==> src/rtl/lsu_mem_initiator.sv <==
// lsu_mem_initiator: load/store initiator for one valid/ready memory port.
// Takes one byte/half/word request at a time from the memory stage and turns it into
// a word-aligned memory access with byte write enables. It waits for the memory's
// ready pulse or a timeout, then returns an extended load result or an error.
//
// Ports:
//   clk, rst_n        clock, synchronous active-low reset
//   req_*             core request (valid/ready, we, size, unsigned, addr, wdata)
//   resp_*            one-cycle response pulse with held err/rdata
//   mem_*             memory port (one-cycle valid pulse, ready pulse, aligned addr,
//                     lane-replicated wdata, byte enables, read data)

`ifndef RISCV_ADDR_WIDTH
`define RISCV_ADDR_WIDTH 32
`endif

module lsu_mem_initiator #(
  parameter int unsigned ADDR_WIDTH     = `RISCV_ADDR_WIDTH,
  parameter int unsigned TIMEOUT_CYCLES = 16
) (
  input  logic                  clk,
  input  logic                  rst_n,
  input  logic                  req_valid_i,
  output logic                  req_ready_o,
  input  logic                  req_we_i,
  input  logic [1:0]            req_size_i,
  input  logic                  req_unsigned_i,
  input  logic [ADDR_WIDTH-1:0] req_addr_i,
  input  logic [31:0]           req_wdata_i,
  output logic                  resp_valid_o,
  output logic                  resp_err_o,
  output logic [31:0]           resp_rdata_o,
  output logic                  mem_valid_o,
  input  logic                  mem_ready_i,
  output logic [ADDR_WIDTH-1:0] mem_addr_o,
  output logic [31:0]           mem_wdata_o,
  output logic [3:0]            mem_we_o,
  input  logic [31:0]           mem_rdata_i
);

  localparam int unsigned CntWidth = $clog2(TIMEOUT_CYCLES + 1);

  typedef enum logic [1:0] {StIdle, StIssue, StWait, StResp} state_e;

  state_e                state_q;
  logic [CntWidth-1:0]   cnt_q;
  logic [1:0]            off_q;
  logic [1:0]            size_q;
  logic                  uns_q;
  logic                  store_q;

  logic                  req_ready_q;
  logic                  resp_valid_q;
  logic                  resp_err_q;
  logic [31:0]           resp_rdata_q;
  logic                  mem_valid_q;
  logic [ADDR_WIDTH-1:0] mem_addr_q;
  logic [31:0]           mem_wdata_q;
  logic [3:0]            mem_we_q;

  // Request decode: legality, byte enables and lane-replicated store data.
  logic [1:0]  req_off;
  logic        req_bad;
  logic [3:0]  req_be;
  logic [31:0] req_wdata_rep;

  always_comb begin
    req_off       = req_addr_i[1:0];
    req_bad       = 1'b0;
    req_be        = 4'b0000;
    req_wdata_rep = req_wdata_i;
    unique case (req_size_i)
      2'b00: begin
        req_be        = 4'b0001 << req_off;
        req_wdata_rep = {4{req_wdata_i[7:0]}};
      end
      2'b01: begin
        req_bad       = req_off[0];
        req_be        = 4'b0011 << req_off;
        req_wdata_rep = {2{req_wdata_i[15:0]}};
      end
      2'b10: begin
        req_bad = (req_off != 2'b00);
        req_be  = 4'b1111;
      end
      default: req_bad = 1'b1;
    endcase
  end

  // Load extraction from the live memory word, using the latched request shape.
  logic [31:0] rd_shift;
  logic [31:0] rd_ext;

  always_comb begin
    rd_shift = mem_rdata_i >> {off_q, 3'b000};
    unique case (size_q)
      2'b00:   rd_ext = uns_q ? {24'b0, rd_shift[7:0]} : {{24{rd_shift[7]}}, rd_shift[7:0]};
      2'b01:   rd_ext = uns_q ? {16'b0, rd_shift[15:0]} : {{16{rd_shift[15]}}, rd_shift[15:0]};
      default: rd_ext = rd_shift;
    endcase
  end

  always_ff @(posedge clk) begin
    if (!rst_n) begin
      state_q      <= StIdle;
      cnt_q        <= '0;
      off_q        <= 2'b00;
      size_q       <= 2'b00;
      uns_q        <= 1'b0;
      store_q      <= 1'b0;
      req_ready_q  <= 1'b0;
      resp_valid_q <= 1'b0;
      resp_err_q   <= 1'b0;
      resp_rdata_q <= '0;
      mem_valid_q  <= 1'b0;
      mem_addr_q   <= '0;
      mem_wdata_q  <= '0;
      mem_we_q     <= 4'b0000;
    end else begin
      // Pulsed outputs default low; everything else holds.
      mem_valid_q  <= 1'b0;
      resp_valid_q <= 1'b0;
      unique case (state_q)
        StIdle: begin
          if (req_valid_i) begin
            off_q       <= req_off;
            size_q      <= req_size_i;
            uns_q       <= req_unsigned_i;
            store_q     <= req_we_i;
            req_ready_q <= 1'b0;
            if (req_bad) begin
              // Reject without touching memory.
              state_q      <= StResp;
              resp_valid_q <= 1'b1;
              resp_err_q   <= 1'b1;
              resp_rdata_q <= '0;
            end else begin
              state_q     <= StIssue;
              mem_valid_q <= 1'b1;
              mem_addr_q  <= {req_addr_i[ADDR_WIDTH-1:2], 2'b00};
              mem_wdata_q <= req_wdata_rep;
              mem_we_q    <= req_we_i ? req_be : 4'b0000;
            end
          end else begin
            req_ready_q <= 1'b1;
          end
        end
        StIssue: begin
          state_q <= StWait;
          cnt_q   <= CntWidth'(TIMEOUT_CYCLES);
        end
        StWait: begin
          if (mem_ready_i) begin
            state_q      <= StResp;
            resp_valid_q <= 1'b1;
            resp_err_q   <= 1'b0;
            resp_rdata_q <= store_q ? 32'h0 : rd_ext;
          end else if (cnt_q == CntWidth'(1)) begin
            state_q      <= StResp;
            resp_valid_q <= 1'b1;
            resp_err_q   <= 1'b1;
            resp_rdata_q <= '0;
          end else begin
            cnt_q <= cnt_q - 1'b1;
          end
        end
        StResp: begin
          state_q     <= StIdle;
          req_ready_q <= 1'b1;
        end
        default: state_q <= StIdle;
      endcase
    end
  end

  assign req_ready_o  = req_ready_q;
  assign resp_valid_o = resp_valid_q;
  assign resp_err_o   = resp_err_q;
  assign resp_rdata_o = resp_rdata_q;
  assign mem_valid_o  = mem_valid_q;
  assign mem_addr_o   = mem_addr_q;
  assign mem_wdata_o  = mem_wdata_q;
  assign mem_we_o     = mem_we_q;

endmodule

==> config.mk <==
export PLATFORM = sky130hd
export DESIGN_NAME = lsu_mem_initiator
export DESIGN_NICKNAME = d
export VERILOG_FILES = /design/src/rtl/lsu_mem_initiator.sv
export SDC_FILE = /design/constraint.sdc
export NUM_CORES = 1
export LEC_CHECK = 0
export ABC_AREA = 1
export CAP_MARGIN = 20
export CELL_PAD_IN_SITES_DETAIL_PLACEMENT = 1
export CELL_PAD_IN_SITES_GLOBAL_PLACEMENT = 2
export CORE_MARGIN = 2
export CORE_UTILIZATION = 21
export DETAILED_ROUTE_END_ITERATION = 7
export PLACE_DENSITY_LB_ADDON = 0.1
export SLEW_MARGIN = 20
export SYNTH_ARGS = -nofsm -noshare
export SYNTH_HDL_FRONTEND = slang
export SYNTH_SLANG_ARGS = --single-unit
==> constraint.sdc <==
create_clock -name clk -period 1.4 [get_ports clk]
set_input_delay 0.35 -clock clk [delete_from_list [all_inputs] [get_ports clk]]
set_output_delay 0.35 -clock clk [all_outputs]
set_load 0.02 [all_outputs]
# Word level (Yosys, flattened, before mapping)
# Index checks and enable logic that the tools add are counted.
[totals] word_cells=78 ff_bits=115 output_inout_bits=104
[op_classes] bitwise_logic=1 muxes=34 n_addsub=1 shift=3 n_eq_ne=12 reduce_logical=13
[op_table] op="32-bit 2-to-1 mux" count=7
[op_table] op="32-bit one-hot mux with 2 select lines" count=3
[op_table] op="32-bit by 5-bit right shift with 32-bit output" count=1
[op_table] op="4-bit one-hot mux with 3 select lines" count=1
[op_table] op="1-bit 2-to-1 mux" count=10
[op_table] op="5-bit 2-to-1 mux" count=2
[op_table] op="5-bit one-hot mux with 2 select lines" count=1
[op_table] op="3-bit AND reduction" count=3
[op_table] op="2-bit 2-to-1 mux" count=4
[op_table] op="2-bit != test (second input constant)" count=4
[op_table] op="2-bit one-hot mux with 4 select lines" count=1
[op_table] op="2-bit nonzero test" count=4
[op_table] op="2-bit by 1-bit equality test with 1-bit output (second input constant)" count=3
[op_table] op="2-bit equality test (second input constant)" count=3
[op_table] op="2-bit zero test" count=3
[op_table] op="1-bit one-hot mux with 2 select lines" count=3
[op_table] op="5-bit by 1-bit equality test with 1-bit output (second input constant)" count=1
[op_table] op="5-bit by 1-bit subtractor with 5-bit output (second input constant)" count=1
[op_table] op="4-bit 2-to-1 mux" count=1
[op_table] op="2-bit AND reduction" count=2
[op_table] op="4-bit AND reduction" count=1
[op_table] op="1-bit by 2-bit << shifter with 4-bit output (first input constant)" count=1
[op_table] op="2-bit by 2-bit << shifter with 4-bit output (first input constant)" count=1
[op_table] op="3-bit != test (second input constant)" count=1
[op_table] op="other kinds (2)" count=2

# Logic depth before layout (Yosys ltp)
[logic_depth] depth_word=6 mapped_depth=10 depth_no_buf=9

# Worst setup path after synthesis
# No wires, ideal clock.
[synth_timing] path_type="register to register" from="register state_q[0]" to="register resp_rdata_q[22] (netlist: resp_rdata_o[22])" path_buffers=1 t_required_ps=1330 path_stages_with_launch=8 arrival_ps=1449 setup_slack_ps=-120 cell_sequence="dfxtp_1 -> inv_1 -> ha_1 -> or2_1 -> nand2_4 -> buf_2 -> o21ai_0 -> a21oi_1"
[synth_via] elab_chain_cells=3 elab_cells_between_ends=8 classes_between="4 x eq/ne; 1 x mux; 3 x reduce/logical"
[synth_rtl] element="from (decl)" line_no="45" rtl="state_e state_q;"
[synth_rtl] element="from (signal assigned)" line_no="105" rtl="state_q <= StIdle;"
[synth_rtl] element="from (signal assigned)" line_no="133" rtl="state_q <= StResp;"
[synth_rtl] element="from (signal assigned)" line_no="138" rtl="state_q <= StIssue;"
[synth_rtl] element="2-bit equality test / 2-bit zero test (equally long branches)" line_no="123" rtl="unique case (state_q)"
[synth_rtl] element="3-bit != test (no line) (tied with other cells)"
[synth_rtl] element="4-bit AND reduction (no line)"
[synth_rtl] element="to (signal assigned)" line_no="157" rtl="resp_rdata_q <= store_q ? 32'h0 : rd_ext;"
[synth_rtl] element="to (decl)" line_no="55" rtl="logic [31:0] resp_rdata_q;"
# Parallel ways exist; a longest one is shown, timed or not.
# A chain may end at the register's enable or synchronous reset.

# Final worst setup path
[layout_timing] from="register state_q[1]" to="register resp_rdata_q[22] (netlist: resp_rdata_o[22])"
# The elaborated chain is that of the path after synthesis.

==> flow_summary.toml <==
[outcome]
run_status = "finished, violations left"
failed_checks = "negative setup slack"

[clock_tree]
cts_htree_levels = 4
clockBufferDepth = 2
cts_inserted_buffers = 17
cts_tree = "yes"
clock_sinks = 115
clock_insertion_delay_worst_skew_ns = 0.42
clockRootBuffer = "sky130_fd_sc_hd__clkbuf_16"
clkSlewWorstSetupHoldPaths_ns = 0.06

[power_and_ir_drop]
power.density_cell_area_mw_per_mm2 = 1830
worst_ir_drop_vdd_uv = 945
cellLeakagePower_nw = 3.94

[logic_synthesis]
synthXorXnorAreaFrac = 0.00324
seq_cells_post_synth = 115
post_syn_instances = 736
share_of_the_synthesized_area_in_compound_gates_ao_oa_aoi_oai = 0.235
syn_avg_cell_area_um2 = 7.35
post_synth_num_cell_types = 39
synth_top_family_by_area = "compound AO/OA/AOI/OAI gates"
fraction_of_the_mapped_netlist_area_in_simple_logic_gates = 0.225
ys_seq_area_frac = 0.426
post_synth_mux_area_share = 0.0148
ys.warnings.count = 0
synth.cell_area_mm2 = 0.00541
yosys.area_share.adder = 0.0139

[place]
port_buffers = 205
detailed_place_hpwl_mm = 16.4
gpl.final_weighted_congestion = 0.815
place_worst_setup_slack_ns = -0.741

[grt]
grt_antenna_before_repair = 3
global_route_wire_length_before_repair_mm = 35.6
grt_pass1_vias = 6656
grt_overflow_total = 0
grt_start_max_net_pins = 43
global_route.usage.total = 0.170

[timing]
postLayoutSetupSlackWorst_ns = -0.175
number_of_setup_violations_in_the_final_report = 83
finalWorstPathRequiredPeriod_ns = 1.58
hold_slack_ns = 0.464
unrepaired_setup_endpoints_after_global_routing = "true"
clock-skew-final_ns = 0.0153
maximum_achievable_frequency_mhz = 635
final_min_period_over_clock_period = 1.13
report.final.slew_viol_count = 0
finalHoldViolations = 0
fin_tns_setup_ns = -6.34

[detailed_routing]
detailroute.via_count = 6259
detail_route.wl_per_cell_um = 17.7
post-route-drc-count = 0
via_per_inst = 4.63
drt-total-wl_mm = 23.9
drtPass1Iterations = 4
routed_antenna_nets = 0
initialDrtViolationCount = 221

[finish]
fill_cells = 2955
areaGrowthSynthToFinish_pct = 74.6
regArea_mm2 = 0.00231
finalNetCount = 1117
multi_input_comb_area_mm2 = 0.00319
layout-drive-gt1-share = 0.364

[critical_path]
setup.worst_path.start_class = "flop"
path_class = "flop to flop"
critical_path_arrival_ns = 1.92
cp.required_ns = 1.75
crit_path_max_fanout = 7
worst-r2r-setup-slack_ns = -0.18
endpoint_kind = "flop"

[run]
max_cap_violations = 0

[floorplan]
floorplan.die.width_um = 164
die_h_um = 164
die_footprint_mm2 = 0.0271
core-area_mm2 = 0.0253
std_cell_rows = 58
starting_density = 0.214
boundaryPins = 208

[hold_path]
holdCritPathClass = "flop to flop"
per-layer routing:
layer	wire, µm	vias to the layer above	GRT usage	share of wire
li1	-	3039	-	-
met1	9580	3031	0.194	0.40
met4	443	4	0.0478	0.019
met3	1550	30	0.0535	0.065
met5	21	-	0	0.00088
met2	12300	155	0.303	0.52
cell usage in the layout (no fill, tap or decap), types with 5 or more instances in the layout:
| cell type | instances |
|---|---|
| sky130_fd_sc_hd__dfxtp_1 | 110 |
| sky130_fd_sc_hd__inv_1 | 20 |
| sky130_fd_sc_hd__o21ai_1 | 28 |
| sky130_fd_sc_hd__inv_2 | 7 |
| sky130_fd_sc_hd__a22o_1 | 5 |
| sky130_fd_sc_hd__nand2_2 | 9 |
| sky130_fd_sc_hd__nand2_1 | 151 |
| sky130_fd_sc_hd__nand2_4 | 7 |
| sky130_fd_sc_hd__buf_2 | 93 |
| sky130_fd_sc_hd__o31ai_1 | 5 |
| sky130_fd_sc_hd__o21ai_2 | 22 |
| sky130_fd_sc_hd__nand3_4 | 5 |
| sky130_fd_sc_hd__nand3_2 | 21 |
| sky130_fd_sc_hd__nand3_1 | 42 |
| sky130_fd_sc_hd__nor2_1 | 27 |
| sky130_fd_sc_hd__clkbuf_16 | 25 |
| sky130_fd_sc_hd__mux2i_1 | 8 |
| sky130_fd_sc_hd__a21oi_1 | 101 |
| sky130_fd_sc_hd__o21ai_0 | 35 |
| sky130_fd_sc_hd__clkdlybuf4s15_2 | 8 |
| sky130_fd_sc_hd__buf_4 | 68 |
| sky130_fd_sc_hd__clkdlybuf4s50_1 | 99 |
| sky130_fd_sc_hd__a21oi_2 | 35 |
| sky130_fd_sc_hd__buf_6 | 6 |
| sky130_fd_sc_hd__buf_12 | 13 |
state kept, by name, summed over array words and instances (netlist names), 2 cells and up:
register and flops:
cnt_q 5, mem_addr_o 30, mem_wdata_o 32, mem_we_o 4, off_q 2, resp_rdata_o 32
size_q 2, state_q 2
stage by stage:
| stage | power [W] | utilization | cells | instance area [µm²] |
|---|---|---|---|---|
| 6_report | 0.0173 | 0.374 | 1351 | 9440 |
| 5_1_grt | 0.0183 | 0.374 | 1351 | 9440 |
| 4_1_cts | 0.0158 | 0.361 | 1334 | 9120 |
| 3_5_place_dp | 0.0106 | 0.329 | 1296 | 8300 |
| 3_3_place_gp | 0.0104 | 0.329 | 1296 | 8300 |
| 2_1_floorplan | 0.00788 | - | 737 | 5440 |
power breakdown:
group	switching (W)	total (W)	internal [W]
Combinational	0.00482	0.00866	0.00384
Sequential	0.000353	0.00414	0.00379
Clock	0.00169	0.00449	0.00279
Total	0.00686	0.0173	0.0104
critical path: stages (launching register included):
cell,delay (ns)
sky130_fd_sc_hd__dfxtp_4,0.36
sky130_fd_sc_hd__inv_4,0.07
sky130_fd_sc_hd__ha_4,0.17
sky130_fd_sc_hd__or2_4,0.16
sky130_fd_sc_hd__nand2_8,0.06
sky130_fd_sc_hd__nor2_8,0.25
sky130_fd_sc_hd__clkbuf_16,0.21
sky130_fd_sc_hd__nand3_1,0.10
sky130_fd_sc_hd__a21oi_2,0.13
logic make-up after synthesis:
family	count (synthesis)
simple gates	274
compound gates	241
flops	115
buf+inv	89
mux	8
fa+ha+maj	6
xor+xnor	2
other cells	1
area by class of cell:
class | instances | share of cell area
clock inverter | 13 | 0.0171
antenna | 1 | 0.000265
inverter | 33 | 0.0160
tap | 330 | 0.0437
multi-input combinational | 533 | 0.338
sequential | 115 | 0.245
timing repair buffer | 307 | 0.294
clock buffer | 19 | 0.0458
synth_stat cells, drive strengths merged:
library cell | number | area (µm²)
o211ai | 1 | 7.51
o31ai | 6 | 45.0
nand3 | 68 | 375
dfxtp | 115 | 2300
conb | 1 | 3.75
xnor2 | 1 | 8.76
o21a | 1 | 7.51
clkbuf | 24 | 92.6
a21o | 1 | 7.51
nor2 | 33 | 155
and2 | 2 | 12.5
nand2 | 169 | 662
or2 | 1 | 6.26
nor3 | 1 | 5.00
o22ai | 1 | 6.26
mux2i | 8 | 80.1
buf | 32 | 221
a31oi | 1 | 6.26
ha | 6 | 75.1
o21ai | 87 | 454
a22o | 5 | 43.8
a21oi | 138 | 691
inv | 33 | 131
xor2 | 1 | 8.76
worst paths after layout:
path / start / endpoint / cells past startpoint
worst max-delay path: state_q[1] / resp_rdata_o[22] / 8
worst min-delay path: mem_wdata_o[6] / mem_wdata_o[6] / 2
worst max register to register: state_q[1] / resp_rdata_o[22] / 8
worst min register to register: mem_wdata_o[6] / mem_wdata_o[6] / 2
what timing repair did:
action	4_1_cts	5_1_grt
hold buffers	0	0
buffers inserted	2	9
gates cloned	4	9
resized for setup	394	206
hold endpoints to repair	0	0
pin swaps	2	29
endpoints found under the setup margin	205	143
Note: power is estimated with default switching activity, not from simulation.
